===== config.mk =====
export PLATFORM = sky130hd
export DESIGN_NAME = elastic_pipe_buffer
export DESIGN_NICKNAME = d
export VERILOG_FILES = /design/src/rtl/elastic_pipe_buffer.sv
export SDC_FILE = /design/constraint.sdc
export NUM_CORES = 1
export LEC_CHECK = 0
export CORE_MARGIN = 5
export CORE_UTILIZATION = 55
export CTS_BUF_LIST = sky130_fd_sc_hd__clkbuf_4 sky130_fd_sc_hd__clkbuf_8
export CTS_CLUSTER_DIAMETER = 50
export DETAILED_ROUTE_END_ITERATION = 10
export DONT_BUFFER_PORTS = 1
export PLACE_DENSITY_LB_ADDON = 0.12
export SETUP_SLACK_MARGIN = 0.05
export SYNTH_ARGS = -nofsm -noshare
export SYNTH_HDL_FRONTEND = slang
export SYNTH_SLANG_ARGS = --single-unit

===== constraint.sdc =====
create_clock -name CLK -period 1.9 [get_ports CLK]
set_input_delay 0.285 -clock CLK [delete_from_list [all_inputs] [get_ports CLK]]
set_output_delay 0.285 -clock CLK [all_outputs]
set_load 0.02 [all_outputs]

===== src/rtl/elastic_pipe_buffer.sv =====
// Elastic chain of STAGES two-entry slots (main + skid) with valid/ready handshakes,
// synchronous squash and a registered occupancy count.
module elastic_pipe_buffer #(
  parameter  int WIDTH  = 32,
  parameter  int STAGES = 1,
  localparam int CW     = $clog2(2 * STAGES + 1)
) (
  input  logic                CLK,
  input  logic                RST_N,
  input  logic                FLUSH,
  input  logic                IN_VALID,
  output logic                IN_READY,
  input  logic [WIDTH-1:0]    IN_DATA,
  output logic                OUT_VALID,
  input  logic                OUT_READY,
  output logic [WIDTH-1:0]    OUT_DATA,
  output logic [CW-1:0]       COUNT,
  output logic [2*STAGES-1:0] dbg_state
);

  typedef enum logic [1:0] {
    S_EMPTY = 2'd0,
    S_ONE   = 2'd1,
    S_TWO   = 2'd2
  } slot_state_e;

  slot_state_e       state_q  [STAGES];
  slot_state_e       state_d  [STAGES];
  logic [WIDTH-1:0]  main_q   [STAGES];
  logic [WIDTH-1:0]  main_d   [STAGES];
  logic [WIDTH-1:0]  skid_q   [STAGES];
  logic [WIDTH-1:0]  skid_d   [STAGES];
  logic [WIDTH-1:0]  slot_din [STAGES];

  logic [STAGES-1:0] slot_valid;
  logic [STAGES-1:0] slot_ready;
  logic [STAGES-1:0] in_fire;
  logic [STAGES-1:0] out_fire;
  logic [CW-1:0]     count_q;

  // State register: async reset clears state and payload.
  always_ff @(posedge CLK or negedge RST_N) begin
    if (!RST_N) begin
      for (int i = 0; i < STAGES; i++) begin
        state_q[i] <= S_EMPTY;
        main_q[i]  <= '0;
        skid_q[i]  <= '0;
      end
    end else begin
      for (int i = 0; i < STAGES; i++) begin
        state_q[i] <= state_d[i];
        main_q[i]  <= main_d[i];
        skid_q[i]  <= skid_d[i];
      end
    end
  end

  always_ff @(posedge CLK or negedge RST_N) begin
    if (!RST_N) begin
      count_q <= '0;
    end else if (FLUSH) begin
      count_q <= '0;
    end else begin
      count_q <= count_q + CW'(in_fire[0]) - CW'(out_fire[STAGES-1]);
    end
  end

  // Slot-level decode: ready comes from the slot's own state only, so no
  // combinational ready path ever crosses a slot boundary.
  always_comb begin
    slot_valid = '0;
    slot_ready = '0;
    dbg_state  = '0;
    for (int i = 0; i < STAGES; i++) begin
      slot_valid[i]       = (state_q[i] != S_EMPTY);
      slot_ready[i]       = (state_q[i] != S_TWO);
      dbg_state[2*i +: 2] = state_q[i];
    end
  end

  // Handshake: a transfer happens on a rising edge where the producer's valid and
  // the consumer's ready are both high; valid never depends on ready, and FLUSH
  // masks the two chain endpoints so nothing enters or leaves while squashing.
  always_comb begin
    in_fire  = '0;
    out_fire = '0;
    in_fire[0] = IN_VALID & slot_ready[0] & ~FLUSH;
    for (int i = 1; i < STAGES; i++) begin
      in_fire[i] = slot_valid[i-1] & slot_ready[i];
    end
    for (int i = 0; i < STAGES - 1; i++) begin
      out_fire[i] = slot_valid[i] & slot_ready[i+1];
    end
    out_fire[STAGES-1] = slot_valid[STAGES-1] & OUT_READY & ~FLUSH;
  end

  always_comb begin
    slot_din[0] = IN_DATA;
    for (int i = 1; i < STAGES; i++) begin
      slot_din[i] = main_q[i-1];
    end
  end

  always_comb begin
    for (int i = 0; i < STAGES; i++) begin
      state_d[i] = state_q[i];
      main_d[i]  = main_q[i];
      skid_d[i]  = skid_q[i];
      case (state_q[i])
        S_EMPTY: begin
          if (in_fire[i]) begin
            state_d[i] = S_ONE;
            main_d[i]  = slot_din[i];
          end
        end
        S_ONE: begin
          if (in_fire[i] && !out_fire[i]) begin
            state_d[i] = S_TWO;
            skid_d[i]  = slot_din[i];
          end else if (!in_fire[i] && out_fire[i]) begin
            state_d[i] = S_EMPTY;
          end else if (in_fire[i] && out_fire[i]) begin
            main_d[i]  = slot_din[i];
          end
        end
        S_TWO: begin
          // The skid entry is older than anything upstream, so it moves up first.
          if (out_fire[i]) begin
            state_d[i] = S_ONE;
            main_d[i]  = skid_q[i];
          end
        end
        default: state_d[i] = S_EMPTY;
      endcase
      if (FLUSH) begin
        state_d[i] = S_EMPTY;
      end
    end
  end

  assign IN_READY  = slot_ready[0] & ~FLUSH;
  assign OUT_VALID = slot_valid[STAGES-1] & ~FLUSH;
  assign OUT_DATA  = main_q[STAGES-1];
  assign COUNT     = count_q;

endmodule

# Word-level counts from Yosys, hierarchy flattened
# Index checks and enable logic that the tools add are counted.
# word_totals
in_bits	37
out_inout_bits	38
word_cells	48
ff_bits	68
# op_classes
n_eq_ne	11
n_addsub	2
reduce_logical	11
muxes	13
bitwise_logic	7
# ops
cell	n
2-to-1 mux 32 bit	5
one-hot mux 32 bit (3 select lines)	1
2-to-1 mux 2 bit	6
!= test 2 bit, second input constant	6
bitwise AND 1 bit	6
!= test 3 bit, second input constant	2
one-hot mux 2 bit (3 select lines)	1
AND reduction 6 bit	1
!= test 4 bit, second input constant	1
logical AND 1 bit	3
AND reduction 3 bit	1
nonzero test 3 bit	1
adder 2 x 1 -> 2 bit	1
== test 2 x 1 -> 1 bit, second input constant	1
== test 2 bit, second input constant	1
logical NOT 1 bit	2
logical NOT 2 bit	1
AND reduction 2 bit	1
nonzero test 2 bit	1
subtractor 2 x 1 -> 2 bit	1
inverter 1 bit	1

# Depth between registers and ports, before layout
# Gate-level depths: netlist (run 1).
# depth
ltp_word	9
depth_mapped	7
mapped_depth_nobuf	7

# Worst setup path after synthesis (run 1)
# OpenSTA, ideal clock, no wires.
# synth_timing
kind	register -> register
start	register state_q (netlist bit dbg_state[1])
end	register count_q[1], in the netlist COUNT[1]
n_path_buf	0
t_arrival_ns	1.776
setup_time_ns	0.125
t_required_ns	1.775
path_stages_with_launch	8
period_less_slack_ns	1.901
slack_ns	-0.001
cell_sequence	dfrtp_1 > mux2i_1 > or2_2 > a211oi_1 > ha_1 > xor2_1 > nand4_1 > nor3b_1
# synth_via
elab_chain_cells	6
word_cells_on_any_way	9
classes_between	add/sub: 2; eq/ne: 1; mux: 1; bitwise: 4; reduce/logical: 1
# synth_lines
item	line_no	text
start, declared	27	slot_state_e state_q [STAGES];
start signal, assigned by index	51	state_q[i] <= state_d[i];
!= test 2 bit	76	slot_ready[i] = (state_q[i] != S_TWO);
bitwise AND 1 bit (2 in a row)	87	in_fire[0] = IN_VALID & slot_ready[0] & ~FLUSH;
adder 2 x 1 -> 2 bit	64	count_q <= count_q + CW'(in_fire[0]) - CW'(out_fire[STAGES-1]);
subtractor 2 x 1 -> 2 bit (*)	64	
2-to-1 mux 2 bit (*)	61	end else if (FLUSH) begin
end signal, assigned	64	
end, declared	39	logic [CW-1:0] count_q;
# Mark *: on every way between the ends. The rest lies on a longest branch, timed or not.
# A chain may end at the register's enable or synchronous reset.

# Final worst setup path (run 1)
# Ends and elaborated chain as after synthesis.

==> results.yml, run 1 <==
status:
  outcome: "finished with violations"
  failing_checks: "negative hold slack"
layout:
  area_delta_synth_final_pct: 9.43
  insertedDiodeCount: 0
  finalNonFillerCells: 290
  drive_gt1_frac: 0.614
  nFillCells: 456
  postLayoutCoreUtil: 0.612
  multi_input_comb_area_um2: 1510
  layout.area.seq_um2: 1700
  layout.nets: 249
sta:
  final-max-slew-violation-count: 0
  period_share: 0.941
  slew_of_the_pin_with_the_lowest_slew_margin_ns: 0.313
  timing.final.hold_violations: 68
  clock.fmax_ghz: 0.559
  fin_worst_hold_slack_ns: -0.352
  timing.max_slew.rel_slack: 0.792
  setup-tns-final_ns: 0
  post-route-min-period_ns: 1.79
  final_setup_skew_ns: 0.00870
  unrepaired_setup_endpoints_after_global_routing: "true"
  setup_violations: 0
  postLayoutSetupSlackWorst_ns: 0.111
floorplanning:
  coreArea_um2: 5890
  num_io_pins: 75
  start_util: 0.559
  die_width_um: 87.4
  dieArea_um2: 7630
  placement_rows: 28
  die_height_um: 87.4
placed_design:
  dpl.hpwl_um: 4000
  place_ws_ns: 0.0888
  gp_congestion: 0.736
  numPortBuffers: 0
  placed_cell_count: 274
setup_path:
  timing.critical_path.slowest_stage_cell: "sky130_fd_sc_hd__dfrtp_2"
  timing.critical_path.to_type: "flop"
  cp.required_ns: 2.14
  critPathLaunchType: "flop"
  critical_path.cell_chain: "mux2i_2 -> or2_4 -> a211oi_2 -> ha_2 -> xor2_2 -> a31oi_1 -> nor3b_1"
  path_buf_inv: 0
  cp_max_fo: 2
  timing_worst_setup_path_type: "flop to flop"
  cp_data_arrival_time_ns: 2.03
  worst_path_largest_cell_delay_ns: 0.42
  cpLargestDelayFamily: "simple AND/OR/NAND/NOR gates"
power:
  intPower_uw: 2750
  switching_share: 0.282
  sequential_fraction_of_design_power: 0.574
  clockPowerShare: 0.262
  irDropWorstVdd_mv: 0.605
  share_of_power_burned_in_combinational_logic: 0.164
  net-switching-power_uw: 1080
  pwr_density_cell_nw_per_um2: 1060
  power.total_uw: 3830
  power_leakage_uw: 0.00165
clock_tree:
  cts_root_buffer: "sky130_fd_sc_hd__clkbuf_8"
  clock_sink_count: 68
  cts.path.max_buffers: 2
  path_clk_slew_ns: 0.07
  cts_htree_levels: 3
  numCtsBuffers: 9
  cts_setup_buffers: 0
  clock_tree_from_tritoncts: "yes"
  cts_hold_buffers: 1
  worstSkewPairLatency_ns: 0.32
synthesis:
  yosysWarnings: 0
  syn-cell-area_um2: 3290
  netlist_top_cells_area: "sky130_fd_sc_hd__dfrtp_1, sky130_fd_sc_hd__mux2_4, sky130_fd_sc_hd__mux2_2"
  synth.yosys.seq_area_share: 0.517
  syn_inst: 201
  postSynthNetCount: 239
  syn_area_per_cell_um2: 16.4
  top_cell_type_by_total_area_after_synthesis: "sky130_fd_sc_hd__dfrtp_1"
  synth_largest_type_area_fraction: 0.517
  ys_seq_elements: 68
  netlist-cell-type-count: 25
global_routing:
  grt_max_degree: 69
  grt_remaining_overflow: 0
  grt_pass1_wl_um: 9390
  grt_util_all_layers: 0.162
  first_global_vias: 1847
  antenna_found_initial: 0
min_path:
  timing.hold.worst.class: "input pin to async pin"
route:
  detail-route-antenna-nets: 0
  drc: 0
  drt_first_iter_violations: 50
  iteration_count_of_the_initial_detailed_routing_pass: 2
  post_drt_wl_per_cell_um: 19.8
  finalWirelength_um: 5730
  vias: 1622
  via_per_inst: 5.59
job:
  maxCapViolCount: 0
==> power groups by stage <==
| stage | combinational [uW] | clock [uW] | sequential, uW |
|---|---|---|---|
| 6_report | 629 | 1000 | 2200 |
| 5_1_grt | 680 | 1100 | 2240 |
| 4_1_cts | 637 | 1040 | 2200 |
| 3_5_place_dp | 631 | 0 | 2230 |
| 3_3_place_gp | 597 | 0 | 2200 |
| 2_1_floorplan | 554 | 0 | 2150 |
==> layout make-up <==
type	count	area share
Clock buffer	12	0.0407
Clock inverter	3	0.00417
Multi-Input combinational cell	122	0.420
Sequential cell	68	0.473
Tap cell	75	0.0261
Timing Repair Buffer	10	0.0354
==> worst register-to-register path: stages (launching register included) <==
cell	delay, ns
sky130_fd_sc_hd__dfrtp_2	0.42
sky130_fd_sc_hd__mux2i_2	0.18
sky130_fd_sc_hd__or2_4	0.25
sky130_fd_sc_hd__a211oi_2	0.22
sky130_fd_sc_hd__ha_2	0.22
sky130_fd_sc_hd__xor2_2	0.17
sky130_fd_sc_hd__a31oi_1	0.08
sky130_fd_sc_hd__nor3b_1	0.18
==> synth_stat cells, drive strengths merged <==
| library cell | number |
|---|---|
| nor2b | 3 |
| nor2 | 3 |
| a31oi | 1 |
| nand4b | 1 |
| mux2 | 96 |
| dfrtp | 68 |
| or2 | 2 |
| ha | 1 |
| xor2 | 1 |
| a21o | 1 |
| nor3b | 1 |
| or3b | 1 |
| nand4bb | 1 |
| a21oi | 1 |
| a211oi | 1 |
| mux2i | 1 |
| nand2 | 5 |
| nand4 | 1 |
| o31ai | 1 |
| buf | 11 |
==> logic make-up (layout without fill, tap and decap cells) <==
logic type / count (synthesis) / after routing / synth area share
multiplexers: 97 / 97 / 0.395
flip-flops: 68 / 68 / 0.517
AND/OR/NAND/NOR: 18 / 18 / 0.0342
buffers and inverters: 11 / 25 / 0.0323
AO/OA/AOI/OAI: 5 / 5 / 0.0145
adder cells (fa/ha/maj): 1 / 1 / 0.00380
XOR/XNOR: 1 / 1 / 0.00266
==> sequential cells by signal, indices dropped and copies added, names as in the netlist <==
| name | flops |
|---|---|
| COUNT | 2 |
| OUT_DATA | 32 |
| skid_q | 32 |
| dbg_state | 2 |
==> placed cells by master (no fill, tap or decap), drive strengths merged <==
master / Yosys / final
a21o: 1 / 1
ha: 1 / 1
nand4: 1 / 1
nor2: 3 / 3
nand2: 5 / 5
dfrtp: 68 / 68
o31ai: 1 / 1
nor3b: 1 / 1
buf: 11 / 9
a211oi: 1 / 1
mux2: 96 / 96
xor2: 1 / 1
a31oi: 1 / 1
mux2i: 1 / 1
nand4b: 1 / 1
clkinv: 0 / 3
dlygate4sd3: 0 / 1
nand4bb: 1 / 1
or2: 2 / 2
or3b: 1 / 1
clkbuf: 0 / 12
nor2b: 3 / 3
a21oi: 1 / 1
==> final timing paths <==
check / cells after the start / slack [ns] / startpoint / endpoint
max: 7 / 0.11 / dbg_state[1]$_DFFE_PN0P_ / COUNT[1]$_DFF_PN0_
min: 0 / -0.35 / RST_N / OUT_DATA[17]$_DFFE_PN0P_
max reg2reg: 7 / 0.11 / dbg_state[1]$_DFFE_PN0P_ / COUNT[1]$_DFF_PN0_
min reg2reg: 1 / 0.51 / skid_q[8]$_DFFE_PN0P_ / skid_q[8]$_DFFE_PN0P_
max in group asynchronous: 0 / 2.13 / RST_N / dbg_state[0]$_DFFE_PN0P_
min in group CLK: 1 / 0.02 / FLUSH / dbg_state[0]$_DFFE_PN0P_
==> through the flow <==
step | hold slack, ns | area [um^2]
after floorplan | -0.0106 | 3300
after global placement | -0.00891 | 3410
after detailed placement | -0.00878 | 3410
after CTS | -0.371 | 3590
after global routing | -0.377 | 3600
final | -0.352 | 3600
==> routing by layer <==
| layer | routed length, um | track usage | vias up |
|---|---|---|---|
| li1 | - | - | 735 |
| met1 | 2150 | 0.181 | 820 |
| met2 | 2900 | 0.268 | 54 |
| met3 | 574 | 0.0653 | 13 |
| met4 | 105 | 0.0795 | 0 |
| met5 | 0 | 0 | - |
==> what timing repair did <==
action                                  CTS  global route
pin swaps                                 0             2
endpoints found under the hold margin    70            68
resized for setup                         1             4
endpoints found under the setup margin    1             2
Note: power is estimated with default switching activity, not from simulation.
==> run 2: changes to the inputs <==
Clock period 1.9 ns to 1.7 ns, I/O delays scaled along.
==> run 2 against run 1 <==
The flow finishes with violations (negative hold slack, negative setup slack). Final area increased by 3.2%. Count of clock-buffer cells in the layout shrank 1. Clock power increased by 12%. Worst hold slack got worse by 0.039 ns.
==> results.yml, run 2 (same netlist as run 1, synthesis figures left out) <==
status:
  outcome: "finished with violations"
  failing_checks: "negative hold slack, negative setup slack"
setup_path:
  cpLargestDelayFamily: "simple AND/OR/NAND/NOR gates"
  worst_path_largest_cell_delay_ns: 0.42
  timing.critical_path.slowest_stage_cell: "sky130_fd_sc_hd__dfrtp_2"
  critPathLaunchType: "flop"
  cp_data_arrival_time_ns: 2.04
  cp.required_ns: 1.92
  critical_path.cell_chain: "mux2i_2 -> or2_4 -> a211oi_2 -> ha_2 -> xor2_2 -> nand4_1 -> nor3b_2"
  timing.critical_path.to_type: "flop"
  cp_max_fo: 3
  timing_worst_setup_path_type: "flop to flop"
  path_buf_inv: 0
floorplanning:
  placement_rows: 28
  coreArea_um2: 5890
  die_height_um: 87.4
  dieArea_um2: 7630
  start_util: 0.559
  num_io_pins: 75
  die_width_um: 87.4
power:
  power_leakage_uw: 0.00171
  switching_share: 0.281
  share_of_power_burned_in_combinational_logic: 0.171
  net-switching-power_uw: 1210
  pwr_density_cell_nw_per_um2: 1160
  irDropWorstVdd_mv: 0.612
  clockPowerShare: 0.259
  intPower_uw: 3100
  sequential_fraction_of_design_power: 0.570
route:
  drc: 0
  post_drt_wl_per_cell_um: 19.6
  vias: 1662
  finalWirelength_um: 5830
  iteration_count_of_the_initial_detailed_routing_pass: 4
  detail-route-antenna-nets: 0
  via_per_inst: 5.60
  drt_first_iter_violations: 49
min_path:
  timing.hold.worst.class: "input pin to async pin"
layout:
  layout.cells.most_common_list: "sky130_fd_sc_hd__dfrtp_1, sky130_fd_sc_hd__mux2_4, sky130_fd_sc_hd__mux2_2, sky130_fd_sc_hd__buf_4, sky130_fd_sc_hd__clkbuf_8"
  drive_gt1_frac: 0.644
  area_delta_synth_final_pct: 12.9
  multi_input_comb_area_um2: 1560
  finalNonFillerCells: 297
  final_cell_area_um2: 3720
  nFillCells: 444
  layout_commonest_cell: "sky130_fd_sc_hd__dfrtp_1"
  layout.area.seq_um2: 1700
  insertedDiodeCount: 0
  layout.nets: 257
global_routing:
  first_global_vias: 1870
  grt_remaining_overflow: 0
  grt_util_all_layers: 0.159
  antenna_found_initial: 0
  grt_max_degree: 69
  grt_pass1_wl_um: 9110
clock_tree:
  cts_root_buffer: "sky130_fd_sc_hd__clkbuf_8"
  path_clk_slew_ns: 0.07
  cts_htree_levels: 3
  cts.path.max_buffers: 2
  clock_tree_from_tritoncts: "yes"
  worstSkewPairLatency_ns: 0.33
  numCtsBuffers: 9
  clock_sink_count: 68
placed_design:
  place_ws_ns: -0.103
  gp_congestion: 0.743
  placed_cell_count: 278
  post_placement_cell_area_um2: 3450
  dpl.hpwl_um: 4020
  numPortBuffers: 0
sta:
  period_share: 1.07
  postLayoutSetupSlackWorst_ns: -0.123
  final_setup_skew_ns: 0.00734
  setup-tns-final_ns: -0.169
  setup_violations: 2
  post-route-min-period_ns: 1.82
  timing.final.hold_violations: 68
  slew_of_the_pin_with_the_lowest_slew_margin_ns: 0.307
  unrepaired_setup_endpoints_after_global_routing: "true"
  fin_worst_hold_slack_ns: -0.391
  final-max-slew-violation-count: 0
  timing.max_slew.rel_slack: 0.796
  clock.fmax_ghz: 0.549
job:
  maxCapViolCount: 0
run 2: cell types whose count changed in the layout (fill, tap and decap cells not counted), sizes merged:
| cell | before | now |
|---|---|---|
| buf | 9 | 17 |
| clkbuf | 12 | 11 |
run 2: final cells by class:
class | instances | area share
sequential | 68 | 0.459
multi-input combinational | 122 | 0.421
timing repair buffer | 18 | 0.0525
clock buffer | 11 | 0.0391
tap | 75 | 0.0253
clock inverter | 3 | 0.00404
run 2: routing by layer:
metal	global-route usage	part of all wire	wire length [um]	vias to the layer above
li1	-	-	-	749
met1	0.179	0.38	2220	844
met2	0.258	0.50	2900	57
met3	0.0662	0.10	582	12
met4	0.0837	0.021	123	0
met5	0	0	0	-
run 2: worst paths after layout:
path,from,to,slack [ns],cells past startpoint
worst min register to register,skid_q[13]$_DFFE_PN0P_,skid_q[13]$_DFFE_PN0P_,0.51,1
worst max register to register,dbg_state[1]$_DFFE_PN0P_,COUNT[1]$_DFF_PN0_,-0.12,7
max in group asynchronous,RST_N,dbg_state[1]$_DFFE_PN0P_,1.96,0
worst max-delay path,dbg_state[1]$_DFFE_PN0P_,COUNT[1]$_DFF_PN0_,-0.12,7
min in group CLK,IN_DATA[15],skid_q[15]$_DFFE_PN0P_,0.07,1
worst min-delay path,RST_N,OUT_DATA[15]$_DFFE_PN0P_,-0.39,0
run 2: stage by stage:
step	util	power, uW
after global placement	0.585	3140
final	0.631	4310
after global routing	0.631	4510
after floorplan	-	3030
after CTS	0.617	4340
after detailed placement	0.585	3200
run 2: power by group through the flow:
| stage | sequential, uW | combinational [uW] | clock (uW) |
|---|---|---|---|
| finish | 2460 | 738 | 1120 |
| global route | 2510 | 790 | 1210 |
| CTS | 2460 | 716 | 1160 |
| detailed placement | 2490 | 711 | 0 |
| global placement | 2460 | 674 | 0 |
| floorplan | 2410 | 620 | 0 |
run 2: repair_timing:
| action | 4_1_cts | 5_1_grt |
|---|---|---|
| buffers inserted | 3 | 1 |
| hold endpoints to repair | 71 | 71 |
| setup endpoints to repair | 35 | 56 |
| resized for setup | 2 | 13 |
